### src/rtl/mul_seq_pkg.sv
// Shared types and constants for the shift-and-add multiply sequencer.
// ALU control codes mirror the datapath ALU decode.
package mul_seq_pkg;

  localparam int SEQ_WIDTH = 32;
  localparam int CNT_W     = $clog2(SEQ_WIDTH);

  typedef enum logic [1:0] {
    IDLE = 2'd0,
    STEP = 2'd1,
    DONE = 2'd2
  } state_t;

  localparam logic [2:0] ALU_ADD = 3'b000;
  localparam logic [2:0] ALU_SUB = 3'b001;
  localparam logic [2:0] ALU_AND = 3'b010;
  localparam logic [2:0] ALU_ORR = 3'b011;
  localparam logic [2:0] ALU_EOR = 3'b100;
  localparam logic [2:0] ALU_MOV = 3'b111;

endpackage

### src/rtl/mul_seq.sv
// MUL/MLA sequencer: one shared-ALU add per cycle, low-word product plus {N,Z}.
// Optional MUL_EARLY_EXIT_EN ends the run once no multiplier bits remain.
module mul_seq
  import mul_seq_pkg::*;
#(
  parameter int WIDTH = SEQ_WIDTH
) (
  input  logic             clk,
  input  logic             reset,
  input  logic             Start,
  input  logic             Accumulate,
  input  logic [WIDTH-1:0] Multiplicand,
  input  logic [WIDTH-1:0] Multiplier,
  input  logic [WIDTH-1:0] Addend,
  output logic             ALUOwn,
  output logic [WIDTH-1:0] SeqA,
  output logic [WIDTH-1:0] SeqB,
  output logic [2:0]       SeqCtrl,
  input  logic [WIDTH-1:0] ALUResult,
  output logic             Busy,
  output logic             Done,
  output logic [WIDTH-1:0] Product,
  output logic [1:0]       Flags
);

  state_t             state;
  logic [WIDTH-1:0]   p;
  logic [WIDTH-1:0]   mreg;
  logic [WIDTH-1:0]   qreg;
  logic [CNT_W-1:0]   cnt;
  logic               last_step;

  always_comb begin
    last_step = (cnt == CNT_W'(WIDTH - 1));
`ifdef MUL_EARLY_EXIT_EN
    // Remaining multiplier bits all zero: later adds would only add 0.
    last_step = last_step | (qreg[WIDTH-1:1] == '0);
`endif
  end

  always_ff @(posedge clk) begin
    if (reset) begin
      state   <= IDLE;
      p       <= '0;
      mreg    <= '0;
      qreg    <= '0;
      cnt     <= '0;
      Busy    <= 1'b0;
      Done    <= 1'b0;
      Product <= '0;
      Flags   <= 2'b01;
    end else begin
      case (state)
        IDLE, DONE: begin
          Done <= 1'b0;
          if (Start) begin
            p     <= Accumulate ? Addend : '0;
            mreg  <= Multiplicand;
            qreg  <= Multiplier;
            cnt   <= '0;
            Busy  <= 1'b1;
            state <= STEP;
          end else begin
            Busy  <= 1'b0;
            state <= IDLE;
          end
        end
        STEP: begin
          p    <= ALUResult;
          mreg <= mreg << 1;
          qreg <= qreg >> 1;
          cnt  <= cnt + 1'b1;
          if (last_step) begin
            Busy    <= 1'b0;
            Done    <= 1'b1;
            Product <= ALUResult;
            Flags   <= {ALUResult[WIDTH-1], (ALUResult == '0)};
            state   <= DONE;
          end
        end
        default: begin
          Busy  <= 1'b0;
          Done  <= 1'b0;
          state <= IDLE;
        end
      endcase
    end
  end

  // Operands derive only from registered state, never from Start.
  always_comb begin
    ALUOwn  = Busy;
    SeqA    = Busy ? p : '0;
    SeqB    = (Busy && qreg[0]) ? mreg : '0;
    SeqCtrl = ALU_ADD;
  end

endmodule

### config.mk
export PLATFORM = sky130hd
export DESIGN_NAME = mul_seq
export DESIGN_NICKNAME = d
export VERILOG_FILES = /design/src/rtl/mul_seq_pkg.sv /design/src/rtl/mul_seq.sv
export SDC_FILE = /design/constraint.sdc
export NUM_CORES = 1
export LEC_CHECK = 0
export CAP_MARGIN = 20
export CORE_MARGIN = 4
export CORE_UTILIZATION = 43
export CTS_CLUSTER_SIZE = 30
export DETAILED_ROUTE_END_ITERATION = 10
export GPL_ROUTABILITY_DRIVEN = 0
export GPL_TIMING_DRIVEN = 0
export PLACE_DENSITY = 0.78
export RECOVER_POWER = 50
export REMOVE_ABC_BUFFERS = 1
export SETUP_SLACK_MARGIN = 0.02
export SYNTH_ARGS = -nofsm -noshare
export SYNTH_HDL_FRONTEND = slang
export SYNTH_SLANG_ARGS = --single-unit
### constraint.sdc
create_clock -name clk -period 2.1 [get_ports clk]
set_input_delay 0.42 -clock clk [delete_from_list [all_inputs] [get_ports clk]]
set_output_delay 0.42 -clock clk [all_outputs]
set_load 0.02 [all_outputs]
Word level (Yosys, flattened, before mapping). Index checks and enable logic that the tools add are counted.

Output and inout bits: 104. Input bits: 132. Word-level logic and storage cells: 41. Register bits after elaboration: 139.

Add/subtract/negate cells: 1. Equality and inequality tests: 5. Bitwise operators: 1. Multiplexer cells: 17. Reduce and logical (&&, ||, !) cells: 8.

Operators with widths (count): 32-bit two-way mux (6); 32-bit one-hot mux with 2 select lines (3); 32-bit zero test (1); 5-bit one-hot mux with 2 select lines (1); 5-bit by 1-bit adder with 5-bit output (second input constant) (1); 5-bit == test (second input constant) (1); 5-bit two-way mux (1); 2-bit inequality test (second input constant) (2); 2-bit one-hot mux with 2 select lines (1); 2-bit AND reduction (2); 2-bit OR reduction (2); 1-bit two-way mux (3); 2-bit by 1-bit == test with 1-bit output (second input constant) (1); 2-bit == test (second input constant) (1); 2-bit zero test (1); 2-bit two-way mux (1); 1-bit one-hot mux with 2 select lines (1); 2-bit nonzero test (1); 1-bit logical AND (1); 1-bit NOT (1).

Depth between registers and ports, before layout. Gate-level depths: netlist of run 1.

Depth in word-level cells: 4. Depth in mapped cells: 8. Gate-level depth less buffers: 7.

Worst setup path before layout of run 1. No wires, ideal clock.

Kind: register to output. Start: register Busy (netlist: ALUOwn). End: output SeqB[10]. Path buffers: 2. Required time: 1.680 ns. Arrival time: 1.196 ns. Stages on the path, launching flop included: 4. Path slack: 0.484 ns. Cells stage by stage: dfxtp_1 -> clkbuf_1 -> clkbuf_1 -> and3_1.

Longest elaborated chain between the ends: 2.

Ends and longest elaborated chain: from (decl) (line mul_seq.sv:20) `output logic Busy,`; from (signal assigned) (line mul_seq.sv:48) `Busy <= 1'b0;`; from (signal assigned) (line mul_seq.sv:61) `Busy <= 1'b1;`; from (signal assigned) (line mul_seq.sv:64) `Busy <= 1'b0;`; 1-bit logical AND (line mul_seq.sv:94) `SeqB = (Busy && qreg[0]) ? mreg : '0;`; 32-bit two-way mux (line mul_seq.sv:94); to (decl) (line mul_seq.sv:17) `output logic [WIDTH-1:0] SeqB,`.

No other way between the ends.

Worst setup path in the final report of run 1.
Start: register Busy (netlist: ALUOwn). End: output SeqA[31].

Longest elaborated chain between the ends: 1.

Ends and longest elaborated chain: 32-bit two-way mux (line mul_seq.sv:93) `SeqA = Busy ? p : '0;`; to (decl) (line mul_seq.sv:16) `output logic [WIDTH-1:0] SeqA,`.

No other way between the ends.

==> impl_metrics.env, run 1 <==
export IMPL_row_count=41
export IMPL_first_global_vias=5840
export IMPL_diodes=0
export IMPL_num_fill_cells=1058
export IMPL_fin_crit_ns=2.01
export IMPL_min_from="p[3]"
export IMPL_start_kind="flop"
export IMPL_nNetsFinal=1034
export IMPL_slew_limit_headroom_pct=53.3
export IMPL_skew_ns=0.00605
export IMPL_min_path_type="flop to flop"
export IMPL_crit_fanout=28
export IMPL_critPathLaunch="ALUOwn"
export IMPL_fin_setup_tns_ns=0
export IMPL_die_area_sq_um=15300
export IMPL_cts_sinks=138
export IMPL_die_x_um=124
export IMPL_finalSetupViolCount=0
export IMPL_endpoint_kind="primary output"
export IMPL_p_leak_nw=3.58
export IMPL_grt_usage_pct=24.3
export IMPL_drtIter0Drc=404
export IMPL_clk_pin_slew_ns=0.05
export IMPL_clk_path_buf_depth=2
export IMPL_wl_um=19200
export IMPL_synth_cell_types=29
export IMPL_place_hpwl_um=12500
export IMPL_grt_start_max_net_pins=77
export IMPL_yosysSeqAreaShare_pct=48.1
export IMPL_ctsHoldBuffers=0
export IMPL_switching_share_pct=24.3
export IMPL_crit_buf_inv=2
export IMPL_grt_pass1_wl_um=29100
export IMPL_ant_nets=0
export IMPL_ys_ff_latch=138
export IMPL_sequentialPowerShare_pct=45.0
export IMPL_internal_power_mw=4.79
export IMPL_final_max_slew_viol_count=0
export IMPL_p_clk_share_pct=41.4
export IMPL_min_period_over_period_pct=95.9
export IMPL_overflow=0
export IMPL_final_cell_mix="nand2_1, dfxtp_1, a21oi_1, clkdlybuf4s50_1, a22oi_1"
export IMPL_tightest_slew_ns=0.697
export IMPL_firstDrtPassIters=7
export IMPL_path_cells="bufbuf_16 > and2_1 > dlygate4sd2_1"
export IMPL_htreeDepth=4
export IMPL_power_density_nw_per_um2=731
export IMPL_clock_latency_ns=0.41
export IMPL_die_h_um=124
export IMPL_viasPerCell=5.49
export IMPL_max_freq_mhz=496
export IMPL_final_util_pct=67.6
export IMPL_cts_root_buf="clkbuf_16"
export IMPL_drcViolationCount=0
export IMPL_cts_buffers_inserted=17
export IMPL_peakVddDrop_mv=0.547
export IMPL_hold_viol=0
export IMPL_synthToLayoutAreaGrowth_pct=50.9
export IMPL_slowest_delay_ns=0.37
export IMPL_worst_setup_path_type="flop to primary output"
export IMPL_antenna_found_initial=0
export IMPL_core_region_area_sq_um=12800
export IMPL_ys_warn_count=0
export IMPL_critPathArrivalTime_ns=1.59
export IMPL_via_count=5936
export IMPL_status="completed"
export IMPL_crit_family="buffers and inverters"
export IMPL_avgSynthCellArea_sq_um=8.22
export IMPL_cap_violations=0
export IMPL_crit_required_ns=1.68
export IMPL_port_buffers=232
export IMPL_cts_tree="yes"
export IMPL_cp_slowest_cell="dfxtp_4"
export IMPL_r2r_start="state[0]"
export IMPL_mostFrequentLayoutCell="nand2_1"
export IMPL_ios=236
export IMPL_routedWlPerCell_um=17.7
export IMPL_combPwrFrac_pct=13.6
export IMPL_rsz0062_at_grt="false"
export IMPL_initial_core_util_pct=44.8
export IMPL_syn_inst=699
export IMPL_drive_gt1_share_pct=6.15
export IMPL_synthesis_area_sq_um=5740
export IMPL_power_net_switching_mw=1.54
-- through the flow --
step / setup WS, ns / hold slack (ns) / std cells / power, mW / area [sq um]
floorplan: -2.12 / 0.421 / 632 / 3.22 / 5400
global placement: -5.23 / 0.433 / 1036 / 3.68 / 7940
detailed placement: -0.743 / 0.440 / 1044 / 3.74 / 8110
CTS: 0.0447 / 0.448 / 1079 / 6.37 / 8650
global route: 0.0432 / 0.464 / 1082 / 6.56 / 8670
finish: 0.0859 / 0.445 / 1082 / 6.34 / 8670
-- cells by family (layout without fill, tap and decap cells) --
logic type	count (synthesis)	after routing	share of synthesized area (%)
compound gates	231	231	24.5
flops	138	138	48.1
simple gates	255	258	20.5
mux	1	1	0.174
other cells	1	3	0.0653
buf+inv	71	277	6.29
fa+ha+maj	2	2	0.436
-- layer usage --
layer | part of all wire (%) | GRT usage [%] | vias to the layer above
li1 | - | - | 2848
met1 | 40 | 28.5 | 2811
met2 | 50 | 41.4 | 236
met3 | 6.9 | 6.36 | 41
met4 | 2.9 | 11.1 | 0
met5 | 0 | 0 | -
-- area by class of cell --
cell class                      count  area [sq um]  area share, %
Clock buffer                       26           499           5.76
Clock inverter                      3          15.0          0.173
Inverter                            2          7.51         0.0866
Multi-Input combinational cell    495          2670           30.8
Sequential cell                   138          2770           31.9
Tap cell                          172           215           2.48
Timing Repair Buffer              246          2490           28.7
-- flip-flops by register name, summed over array words and instances (netlist names) --
signal   flops
Product     32
mreg        32
p           32
qreg        32
cnt          5
state        2
ALUOwn       1
Done         1
Flags        1
-- cells in the mapped netlist --
cell type / count / area [sq um]
nand2_1: 158 / 593
dfxtp_1: 138 / 2760
a21oi_1: 130 / 651
a22oi_1: 98 / 736
and2_1: 33 / 206
and3_1: 33 / 206
clkbuf_1: 29 / 109
buf_2: 22 / 110
buf_4: 14 / 105
nor2_1: 12 / 45.0
nor4_1: 8 / 50.1
nand4_1: 3 / 18.8
buf_1: 2 / 7.51
buf_6: 2 / 22.5
ha_1: 2 / 25.0
nor3_1: 2 / 10.0
and2b_1: 1 / 7.51
conb_1: 1 / 3.75
inv_1: 1 / 3.75
inv_2: 1 / 3.75
mux2i_1: 1 / 10.0
nand2_2: 1 / 6.26
nand2b_1: 1 / 6.26
nand3b_1: 1 / 7.51
nor2_4: 1 / 11.3
nor2b_1: 1 / 6.26
o21a_1: 1 / 7.51
o21ai_0: 1 / 5.00
o31ai_1: 1 / 7.51
-- power groups by stage --
stage,Combinational [mW],Clock (mW),Sequential [mW]
detailed placement,0.833,0,2.90
global placement,0.767,0,2.91
floorplan,0.339,0,2.88
global route,0.938,2.76,2.86
finish,0.862,2.62,2.85
CTS,0.856,2.67,2.85
-- tightest hold or removal path, cell delays in order, from the launching register on --
cell and delay (ns):
dfxtp_1 0.30, nand2_1 0.05, a21oi_1 0.05
-- final timing paths --
kind,to,slack (ns),cells past startpoint
hold / removal,p[3],0.45,2
hold reg to reg,p[3],0.45,2
setup reg to reg,Flags[0],0.22,5
setup / recovery,SeqA[31],0.09,3
-- repair_timing --
item / 4_1_cts / 5_1_grt
setup buffers: 3 / 2
gates resized for setup: 89 / 4
cloned: 3 / 1
setup endpoints to repair: 130 / 101
pin swaps: 0 / 2
hold endpoints to repair: 0 / 0
Note: power is estimated with default switching activity, not from simulation.
==> inputs of run 2 (changes only) <==
--- a/config.mk
+++ b/config.mk
@@ -6,7 +6,7 @@
 export NUM_CORES = 1
 export LEC_CHECK = 0
 export CAP_MARGIN = 20
-export CORE_MARGIN = 4
+export CORE_MARGIN = 2
 export CORE_UTILIZATION = 43
 export CTS_CLUSTER_SIZE = 30
 export DETAILED_ROUTE_END_ITERATION = 10
@@ -15,7 +15,6 @@
 export PLACE_DENSITY = 0.78
 export RECOVER_POWER = 50
 export REMOVE_ABC_BUFFERS = 1
-export SETUP_SLACK_MARGIN = 0.02
 export SYNTH_ARGS = -nofsm -noshare
 export SYNTH_HDL_FRONTEND = slang
 export SYNTH_SLANG_ARGS = --single-unit
==> impl_metrics.env, run 2 (same netlist as run 1, synthesis figures left out) <==
export IMPL_critPathArrivalTime_ns=1.60
export IMPL_fin_crit_ns=2.02
export IMPL_power_density_nw_per_um2=765
export IMPL_mostFrequentLayoutCell="nand2_1"
export IMPL_htreeDepth=4
export IMPL_hold_viol=0
export IMPL_antenna_found_initial=1
export IMPL_via_count=5822
export IMPL_start_kind="flop"
export IMPL_design_area_sq_um=8800
export IMPL_hold_depth=2
export IMPL_max_freq_mhz=495
export IMPL_placed_area_sq_um=8180
export IMPL_firstDrtPassIters=5
export IMPL_cap_violations=0
export IMPL_crit_family="buffers and inverters"
export IMPL_crit_required_ns=1.68
export IMPL_ios=236
export IMPL_p_leak_nw=3.70
export IMPL_met2_usage_pct=40.1
export IMPL_cp_slowest_cell="dfxtp_4"
export IMPL_grt_use_met1_pct=32.4
export IMPL_drive_gt1_share_pct=6.24
export IMPL_core_region_area_sq_um=13100
export IMPL_rr_worst_depth=8
export IMPL_viasPerCell=5.34
export IMPL_min_path_type="flop to flop"
export IMPL_routedWlPerCell_um=16.9
export IMPL_p_total_mw=6.73
export IMPL_busiest_layer="met2"
export IMPL_first_global_vias=5304
export IMPL_grt_start_max_net_pins=71
export IMPL_overflow=0
export IMPL_ant_nets=0
export IMPL_final_cell_mix="nand2_1, dfxtp_1, a21oi_1, clkdlybuf4s50_1, a22oi_1"
export IMPL_row_count=42
export IMPL_path_depth=3
export IMPL_drcViolationCount=0
export IMPL_slowest_delay_ns=0.39
export IMPL_grt_usage_pct=25.1
export IMPL_place_hpwl_um=11600
export IMPL_min_period_over_period_pct=96.3
export IMPL_crit_fanout=26
export IMPL_wl_um=18500
export IMPL_port_buffers=232
export IMPL_finalSetupViolCount=0
export IMPL_grt_pass1_wl_um=28400
export IMPL_nNetsFinal=1036
export IMPL_clk_pin_slew_ns=0.06
export IMPL_cts_root_buf="clkbuf_16"
export IMPL_grt_util_met3_pct=5.89
export IMPL_final_max_slew_viol_count=0
export IMPL_initial_core_util_pct=43.7
export IMPL_synthToLayoutAreaGrowth_pct=53.1
export IMPL_clock_latency_ns=0.41
export IMPL_peakVddDrop_mv=0.480
export IMPL_cts_buffers_inserted=17
export IMPL_endpoint_kind="primary output"
export IMPL_cts_sinks=138
export IMPL_die_h_um=120
export IMPL_die_x_um=120
export IMPL_crit_buf_inv=2
export IMPL_clk_path_buf_depth=2
export IMPL_cts_tree="yes"
export IMPL_path_cells="bufbuf_16 > and3_1 > dlygate4sd2_1"
export IMPL_ctsHoldBuffers=0
export IMPL_worst_setup_path_type="flop to primary output"
export IMPL_status="completed"
export IMPL_drtIter0Drc=391
export IMPL_slew_limit_headroom_pct=38.9
export IMPL_rsz0062_at_grt="false"
export IMPL_num_fill_cells=1172
export IMPL_die_area_sq_um=14300
export IMPL_skew_ns=0.00670
export IMPL_tightest_slew_ns=0.917
==> run 2: changes by cell type in the layout (fill, tap and decap cells not counted), sizes merged <==
cell | previous run | this run
diode | 0 | 1
clkbuf | 28 | 26
clkinv | 3 | 6
dlygate4sd2 | 54 | 64
and2b | 2 | 3
clkdlybuf4s15 | 11 | 0
bufinv | 0 | 3
==> run 2: tightest hold or removal path, cell delays in order (launching register included) <==
cell	delay, ns
dfxtp_1	0.30
nand2_1	0.05
a21oi_1	0.05
==> run 2: routing by layer <==
layer	up-vias	wire length [um]
met2	201	8790
li1	2865	-
met5	-	0
met3	34	1160
met1	2722	8020
met4	0	499
==> run 2: layout make-up <==
class / count / area, sq um / area share, %
clock inverters: 9 / 120 / 1.37
flip-flops and latches: 138 / 2770 / 31.5
clock buffers: 22 / 474 / 5.39
repair buffers: 247 / 2530 / 28.7
diodes: 1 / 2.50 / 0.0284
inverters: 2 / 7.51 / 0.0853
multi-input cells: 496 / 2670 / 30.4
well taps: 176 / 220 / 2.50
==> run 2: path summary, 6_finish.rpt <==
kind	startpoint	to	slack, ns
min reg2reg	p[0]	p[0]	0.44
min	p[0]	p[0]	0.44
max	ALUOwn	SeqB[19]	0.08
max reg2reg	cnt[0]	Product[2]	0.17
==> run 2: repair_timing <==
| item | 4_1_cts | 5_1_grt |
|---|---|---|
| endpoints found under the setup margin | 137 | 48 |
| cloned | 3 | 2 |
| gates resized for setup | 73 | 5 |
| buffers inserted | 2 | 3 |
| pin swaps | 0 | 1 |
| hold endpoints to repair | 0 | 0 |
==> run 2: power by group <==
part | leakage [nW] | internal [mW] | switching (mW)
Clock | 0.299 | 1.94 | 1.05
Combinational | 2.27 | 0.449 | 0.446
Sequential | 1.13 | 2.76 | 0.0846
==> run 2: per-stage QoR <==
step | setup slack (ns) | hold slack (ns) | setup TNS (ns) | instances | utilization [%]
final | 0.0786 | 0.442 | 0 | 1091 | 67.0
after global placement | -5.81 | 0.435 | -741.55 | 1040 | 60.4
after detailed placement | -0.551 | 0.438 | -41.87 | 1049 | 62.2
after global routing | 0.00991 | 0.461 | 0 | 1091 | 67.0
after floorplan | -2.12 | 0.421 | -237.69 | 632 | -
after CTS | 0.00327 | 0.446 | 0 | 1085 | 66.8
